--- config.mk ---
export PLATFORM = sky130hd
export DESIGN_NAME = rs_logical_issue
export DESIGN_NICKNAME = d
export VERILOG_FILES = /design/src/rtl/rs_logical_issue.sv
export SDC_FILE = /design/constraint.sdc
export NUM_CORES = 2
export LEC_CHECK = 0
export CAP_MARGIN = 40
export CORE_UTILIZATION = 62
export DETAILED_ROUTE_END_ITERATION = 12
export HOLD_SLACK_MARGIN = 0.15
export PLACE_DENSITY = 0.85
export SETUP_SLACK_MARGIN = 0.4
export SLEW_MARGIN = 20
export SYNTH_ARGS = -nofsm -noshare
export SYNTH_HDL_FRONTEND = slang
export SYNTH_SLANG_ARGS = --single-unit
--- constraint.sdc ---
create_clock -name clk -period 101.3 [get_ports clk]
set_clock_uncertainty 0.1 [all_clocks]
set_input_delay 20.26 -clock clk [delete_from_list [all_inputs] [get_ports clk]]
set_output_delay 20.26 -clock clk [all_outputs]
set_load 0.01 [all_outputs]
--- src/rtl/rs_logical_issue.sv ---
// rtl/rs_logical_issue.sv - reservation station and round-robin issue stage for the logical FU
// Entries capture operands from dispatch or CDB; one fully-ready entry per cycle moves into a registered output stage.
module rs_logical_issue #(
    parameter int DEPTH = 4,
    parameter int PRN_W = 7,
    parameter int ID_W  = 6,
    parameter int NOPS  = 3
) (
    input  logic                       clk,
    input  logic                       rst,
    input  logic                       flush,
    input  logic                       alloc_valid,
    output logic                       alloc_ready,
    input  logic [31:0]                alloc_inst,
    input  logic [ID_W-1:0]            alloc_inst_id,
    input  logic [3*PRN_W-1:0]         alloc_out_prn,
    input  logic [NOPS*PRN_W-1:0]      alloc_op_prn,
    input  logic [NOPS-1:0]            alloc_op_rdy,
    input  logic [NOPS*64-1:0]         alloc_op_data,
    input  logic                       cdb_valid,
    input  logic [PRN_W-1:0]           cdb_prn,
    input  logic [63:0]                cdb_data,
    output logic                       issue_valid,
    input  logic                       issue_ready,
    output logic [31:0]                issue_inst,
    output logic [ID_W-1:0]            issue_inst_id,
    output logic [3*PRN_W-1:0]         issue_out_prn,
    output logic [NOPS*64-1:0]         issue_op,
    output logic [$clog2(DEPTH):0]     occupancy
);

    localparam int IDX_W = $clog2(DEPTH);
    localparam int CNT_W = IDX_W + 1;

    logic [DEPTH-1:0]                        valid_q, valid_d;
    logic [DEPTH-1:0][31:0]                  inst_q, inst_d;
    logic [DEPTH-1:0][ID_W-1:0]              id_q, id_d;
    logic [DEPTH-1:0][3*PRN_W-1:0]           dst_q, dst_d;
    logic [DEPTH-1:0][NOPS-1:0][PRN_W-1:0]   src_q, src_d;
    logic [DEPTH-1:0][NOPS-1:0]              rdy_q, rdy_d;
    logic [DEPTH-1:0][NOPS-1:0][63:0]        data_q, data_d;

    logic [IDX_W-1:0]      rr_q, rr_d;
    logic [CNT_W-1:0]      cnt_q, cnt_d;

    logic                  iss_valid_q, iss_valid_d;
    logic [31:0]           iss_inst_q, iss_inst_d;
    logic [ID_W-1:0]       iss_id_q, iss_id_d;
    logic [3*PRN_W-1:0]    iss_dst_q, iss_dst_d;
    logic [NOPS*64-1:0]    iss_op_q, iss_op_d;

    logic                  free_found;
    logic [IDX_W-1:0]      free_idx;
    logic [DEPTH-1:0]      elig;
    logic                  sel_found;
    logic [IDX_W-1:0]      sel_idx;
    logic [IDX_W-1:0]      cand;
    logic                  load;
    logic                  do_issue;
    logic                  do_alloc;
    logic [PRN_W-1:0]      a_prn;

    always_comb begin
        free_found = 1'b0;
        free_idx   = '0;
        for (int i = 0; i < DEPTH; i++) begin
            if (!valid_q[i] && !free_found) begin
                free_found = 1'b1;
                free_idx   = IDX_W'(i);
            end
        end
    end

    always_comb begin
        for (int i = 0; i < DEPTH; i++) begin
            elig[i] = valid_q[i] && (&rdy_q[i]);
        end
    end

    // Round-robin search starting at rr_q; power-of-two DEPTH makes the wrap free.
    always_comb begin
        sel_found = 1'b0;
        sel_idx   = '0;
        cand      = '0;
        for (int k = 0; k < DEPTH; k++) begin
            cand = rr_q + IDX_W'(k);
            if (!sel_found && elig[cand]) begin
                sel_found = 1'b1;
                sel_idx   = cand;
            end
        end
    end

    assign alloc_ready = free_found;
    assign load        = !iss_valid_q || issue_ready;
    assign do_issue    = load && sel_found && !flush;
    assign do_alloc    = alloc_valid && free_found && !flush;

    always_comb begin
        valid_d = valid_q;
        inst_d  = inst_q;
        id_d    = id_q;
        dst_d   = dst_q;
        src_d   = src_q;
        rdy_d   = rdy_q;
        data_d  = data_q;
        a_prn   = '0;
        if (flush) begin
            valid_d = '0;
        end else begin
            for (int i = 0; i < DEPTH; i++) begin
                for (int j = 0; j < NOPS; j++) begin
                    if (valid_q[i] && !rdy_q[i][j] && cdb_valid && (cdb_prn == src_q[i][j])) begin
                        rdy_d[i][j]  = 1'b1;
                        data_d[i][j] = cdb_data;
                    end
                end
            end
            if (do_issue) begin
                valid_d[sel_idx] = 1'b0;
            end
            // The free slot is never the selected one, so these writes cannot collide with the issue clear.
            if (do_alloc) begin
                valid_d[free_idx] = 1'b1;
                inst_d[free_idx]  = alloc_inst;
                id_d[free_idx]    = alloc_inst_id;
                dst_d[free_idx]   = alloc_out_prn;
                for (int j = 0; j < NOPS; j++) begin
                    a_prn                    = alloc_op_prn[j*PRN_W +: PRN_W];
                    src_d[free_idx][j]       = a_prn;
                    if (alloc_op_rdy[j]) begin
                        rdy_d[free_idx][j]  = 1'b1;
                        data_d[free_idx][j] = alloc_op_data[j*64 +: 64];
                    end else if (cdb_valid && (cdb_prn == a_prn)) begin
                        rdy_d[free_idx][j]  = 1'b1;
                        data_d[free_idx][j] = cdb_data;
                    end else begin
                        rdy_d[free_idx][j]  = 1'b0;
                        data_d[free_idx][j] = alloc_op_data[j*64 +: 64];
                    end
                end
            end
        end
    end

    always_comb begin
        iss_valid_d = iss_valid_q;
        iss_inst_d  = iss_inst_q;
        iss_id_d    = iss_id_q;
        iss_dst_d   = iss_dst_q;
        iss_op_d    = iss_op_q;
        rr_d        = rr_q;
        if (flush) begin
            iss_valid_d = 1'b0;
        end else if (do_issue) begin
            iss_valid_d = 1'b1;
            iss_inst_d  = inst_q[sel_idx];
            iss_id_d    = id_q[sel_idx];
            iss_dst_d   = dst_q[sel_idx];
            iss_op_d    = data_q[sel_idx];
            rr_d        = sel_idx + 1'b1;
        end else if (load) begin
            iss_valid_d = 1'b0;
        end
    end

    always_comb begin
        if (flush) begin
            cnt_d = '0;
        end else begin
            cnt_d = cnt_q + CNT_W'(do_alloc) - CNT_W'(do_issue);
        end
    end

    always_ff @(posedge clk or posedge rst) begin
        if (rst) begin
            valid_q     <= '0;
            inst_q      <= '0;
            id_q        <= '0;
            dst_q       <= '0;
            src_q       <= '0;
            rdy_q       <= '0;
            data_q      <= '0;
            rr_q        <= '0;
            cnt_q       <= '0;
            iss_valid_q <= 1'b0;
            iss_inst_q  <= '0;
            iss_id_q    <= '0;
            iss_dst_q   <= '0;
            iss_op_q    <= '0;
        end else begin
            valid_q     <= valid_d;
            inst_q      <= inst_d;
            id_q        <= id_d;
            dst_q       <= dst_d;
            src_q       <= src_d;
            rdy_q       <= rdy_d;
            data_q      <= data_d;
            rr_q        <= rr_d;
            cnt_q       <= cnt_d;
            iss_valid_q <= iss_valid_d;
            iss_inst_q  <= iss_inst_d;
            iss_id_q    <= iss_id_d;
            iss_dst_q   <= iss_dst_d;
            iss_op_q    <= iss_op_d;
        end
    end

    assign issue_valid   = iss_valid_q;
    assign issue_inst    = iss_inst_q;
    assign issue_inst_id = iss_id_q;
    assign issue_out_prn = iss_dst_q;
    assign issue_op      = iss_op_q;
    assign occupancy     = cnt_q;

endmodule

==> impl_metrics.json <==
{
  "synth_cells": 6382,
  "place_ws_ps": 76450,
  "worstHoldPathCells": 2,
  "yosysSeqAreaShare_pct": 53.56,
  "yosys_warnings": 0,
  "fp.dieH_um": 322.3,
  "arrival_ps": 23950,
  "wl_met2_um": 102900,
  "path_class": "in2reg",
  "critPathMaxStageDelay_ps": 850,
  "yosysMostFrequentCell": "nand2_1",
  "finalSetupTns_ps": 0,
  "dp_hpwl_um": 141700,
  "drc": 2,
  "worst_slack_ps": 77940,
  "io_pins": 608,
  "syn-num-nets": 6741,
  "detail-route-antenna-nets": 0,
  "final_max_slew_viol_count": 0,
  "async_reset_ff_share_pct": 100.0,
  "rsz0062_at_grt": "false",
  "postCtsHoldBufs": 0,
  "wl_met3_um": 38170,
  "slowest_stage": "clkdlybuf4s50_1",
  "vias": 57662,
  "postCtsSetupBuffers": 0,
  "rows": 117,
  "cp_cell_sequence": "clkdlybuf4s50_1 -> nand4_1 -> or4_4 -> buf_12 -> o21ai_4 -> buf_4 -> a222oi_1 -> inv_1",
  "ctsResizeCount": 0,
  "cts_buffers": 142,
  "setup_viol": 0,
  "placed_area_um2": 70870,
  "synth_cell_types": 79,
  "place.gp.congestion": 0.9028,
  "synth_top_cells_by_count": "nand2_1 (1433), dfrtp_1 (1361), mux2i_1 (607), nor2_1 (389), o22ai_1 (327)",
  "dieArea_um2": 103900,
  "grt_max_degree": 187,
  "cap_violations": 0,
  "irDropWorstVdd_v": 0.00001754,
  "synth_enable_flop_cells": 0,
  "period_share_pct": 23.06,
  "initial_utilization_pct": 62.50,
  "r2r_setup_slack_ps": 96950,
  "status": "complete, but fails checks",
  "drt-wirelength-per-cell_um": 29.01,
  "avgSynthCellArea_um2": 9.964,
  "ys.flop_type": "dfrtp_1",
  "clk_pin_slew_worst_paths_ps": 60,
  "wirelength_um": 238200,
  "post-route-min-period_ps": 23360,
  "stdcell_area_um2": 76060,
  "cts.sinks": 1361,
  "io_buffers": 607,
  "finalNonFillerCells": 8212,
  "rr_worst_depth": 7,
  "core_um2": 101700,
  "wl_met1_um": 79130,
  "min_from": "inst_q[47]",
  "syn_area_um2": 63590,
  "r2r_end": "issue_op[61]",
  "power_leakage_nw": 37.19,
  "drive_above_1_share_pct": 7.867,
  "die_w_um": 322.3,
  "htree_levels": 4,
  "violations": "design-rule violations",
  "grt_pass1_vias": 57955,
  "place.detailed.instances": 7924,
  "tightest_slew_ps": 1130,
  "pwr_density_cell_nw_per_um2": 22.15,
  "synth_seq_cells": 1361,
  "hold_class": "reg2reg",
  "via_per_inst": 7.022,
  "r2r-start": "valid_q[3]",
  "nNetsFinal": 7077,
  "worstPathRequired_ps": 101890,
  "cp_max_fo": 53,
  "cts_tree": "yes",
  "yosys.area.top_type": "dfrtp_1",
  "max_freq_ghz": 0.04280,
  "cts-root-buf": "clkbuf_16",
  "clk-insertion-delay-late_ps": 770,
  "drt-pass1-iter-count": 12,
  "hold_end": "inst_q[47]",
  "slew_headroom_pct": 24.64,
  "drt_iter0_drc": 8953,
  "syn2layout_area_growth_pct": 19.61,
  "top_layer": "met5",
  "grt_pass1_wl_um": 352800,
  "grt_usage_pct": 45.44,
  "cp-end-kind": "flop",
  "antenna_found_initial": 47,
  "overflow": 0,
  "cts_buffer_depth": 3,
  "yosys-top-cells-area": "dfrtp_1 (54%), mux2i_1 (9.6%), nand2_1 (8.5%)",
  "worstSetupStartpointType": "primary input",
  "hold_viol_final": 0,
  "synth_top_area_share_pct": 53.56
}
==> area by class of cell <==
| cell class | instances | area [um^2] |
|---|---|---|
| antenna | 18 | 45.04 |
| clock buffer | 210 | 4370 |
| clock inverter | 42 | 381.6 |
| fill | 6715 | 25680 |
| inverter | 104 | 406.6 |
| multi-input combinational | 4350 | 26850 |
| sequential | 1361 | 34060 |
| tap | 1368 | 1712 |
| timing repair buffer | 759 | 8232 |
==> registers in the layout, indices dropped and copies added (netlist names) <==
name	count
rr_q	2
rdy_q	12
issue_inst_id	6
dst_q	84
inst_q	128
issue_valid	1
occupancy	3
data_q	768
issue_inst	32
src_q	84
valid_q	4
id_q	24
issue_op	192
issue_out_prn	21
==> routing by layer <==
| layer | global-route usage (%) | vias up |
|---|---|---|
| met5 | 0.3704 | - |
| met4 | 30.71 | 60 |
| met3 | 17.93 | 1268 |
| met2 | 66.18 | 5069 |
| met1 | 55.82 | 27894 |
| li1 | - | 23371 |
==> metrics by stage <==
| stage | utilization [%] | power [W] | hold WS, ps |
|---|---|---|---|
| after floorplan | - | 0.0009594 | 337.0 |
| after global placement | 68.70 | 0.001115 | 356.2 |
| after detailed placement | 69.66 | 0.001140 | 361.5 |
| after CTS | 74.33 | 0.001671 | 375.9 |
| final | 74.76 | 0.001685 | 371.1 |
| after global routing | 74.75 | 0.001748 | 381.3 |
==> cell families (layout without fill, tap and decap cells) <==
kind of cell | after synthesis | in the layout | share of synthesized area (%)
compound gates | 1609 | 1609 | 16.98
mux | 673 | 673 | 10.73
xor+xnor | 107 | 107 | 1.474
fa+ha+maj | 7 | 7 | 0.1495
other cells | 0 | 18 | 0
flops | 1361 | 1361 | 53.56
buf+inv | 671 | 1115 | 4.813
simple gates | 1954 | 1954 | 12.30
==> worst max-delay path, delay by kind of cell <==
family                 cells  cell delay, ps
and+or+nand+nor            2            1140
AOI/OAI and AO/OA          2             440
buffers and inverters      4            1990
==> report_power, final <==
part	total, W	switching [W]	internal (W)
clock network	0.000534	0.000223	0.000311
registers	0.000773	0.0000968	0.000676
logic	0.000378	0.000191	0.000187
==> worst max path at each step <==
stage | slack, ps | to | cells after the start | start
floorplan | 42570 | data_q[0] | 1 | rst
global placement | 76170 | data_q[527] | 6 | rst
detailed placement | 76450 | data_q[128] | 6 | rst
CTS | 77240 | data_q[399] | 6 | rst
finish | 77940 | data_q[268] | 8 | cdb_valid
global route | 77860 | data_q[201] | 8 | rst
==> placed cells by master, fill, tap and decap left out, drive strengths merged, types with 8 or more instances in the layout <==
cell type / instances
clkdlybuf4s50: 606
mux2i: 608
diode: 18
a211oi: 30
mux2: 65
nand2: 1437
buf: 153
nor4: 14
nor2b: 25
nor3: 16
a21oi: 268
o22ai: 328
nand4: 23
a21o: 8
o221ai: 282
xnor2: 67
a221o: 8
o21ai: 320
dfrtp: 1361
a22oi: 285
xor2: 40
inv: 105
clkbuf: 210
o31ai: 8
clkinv: 31
nor2: 395
a222oi: 53
(Power assumes the default switching activity.)
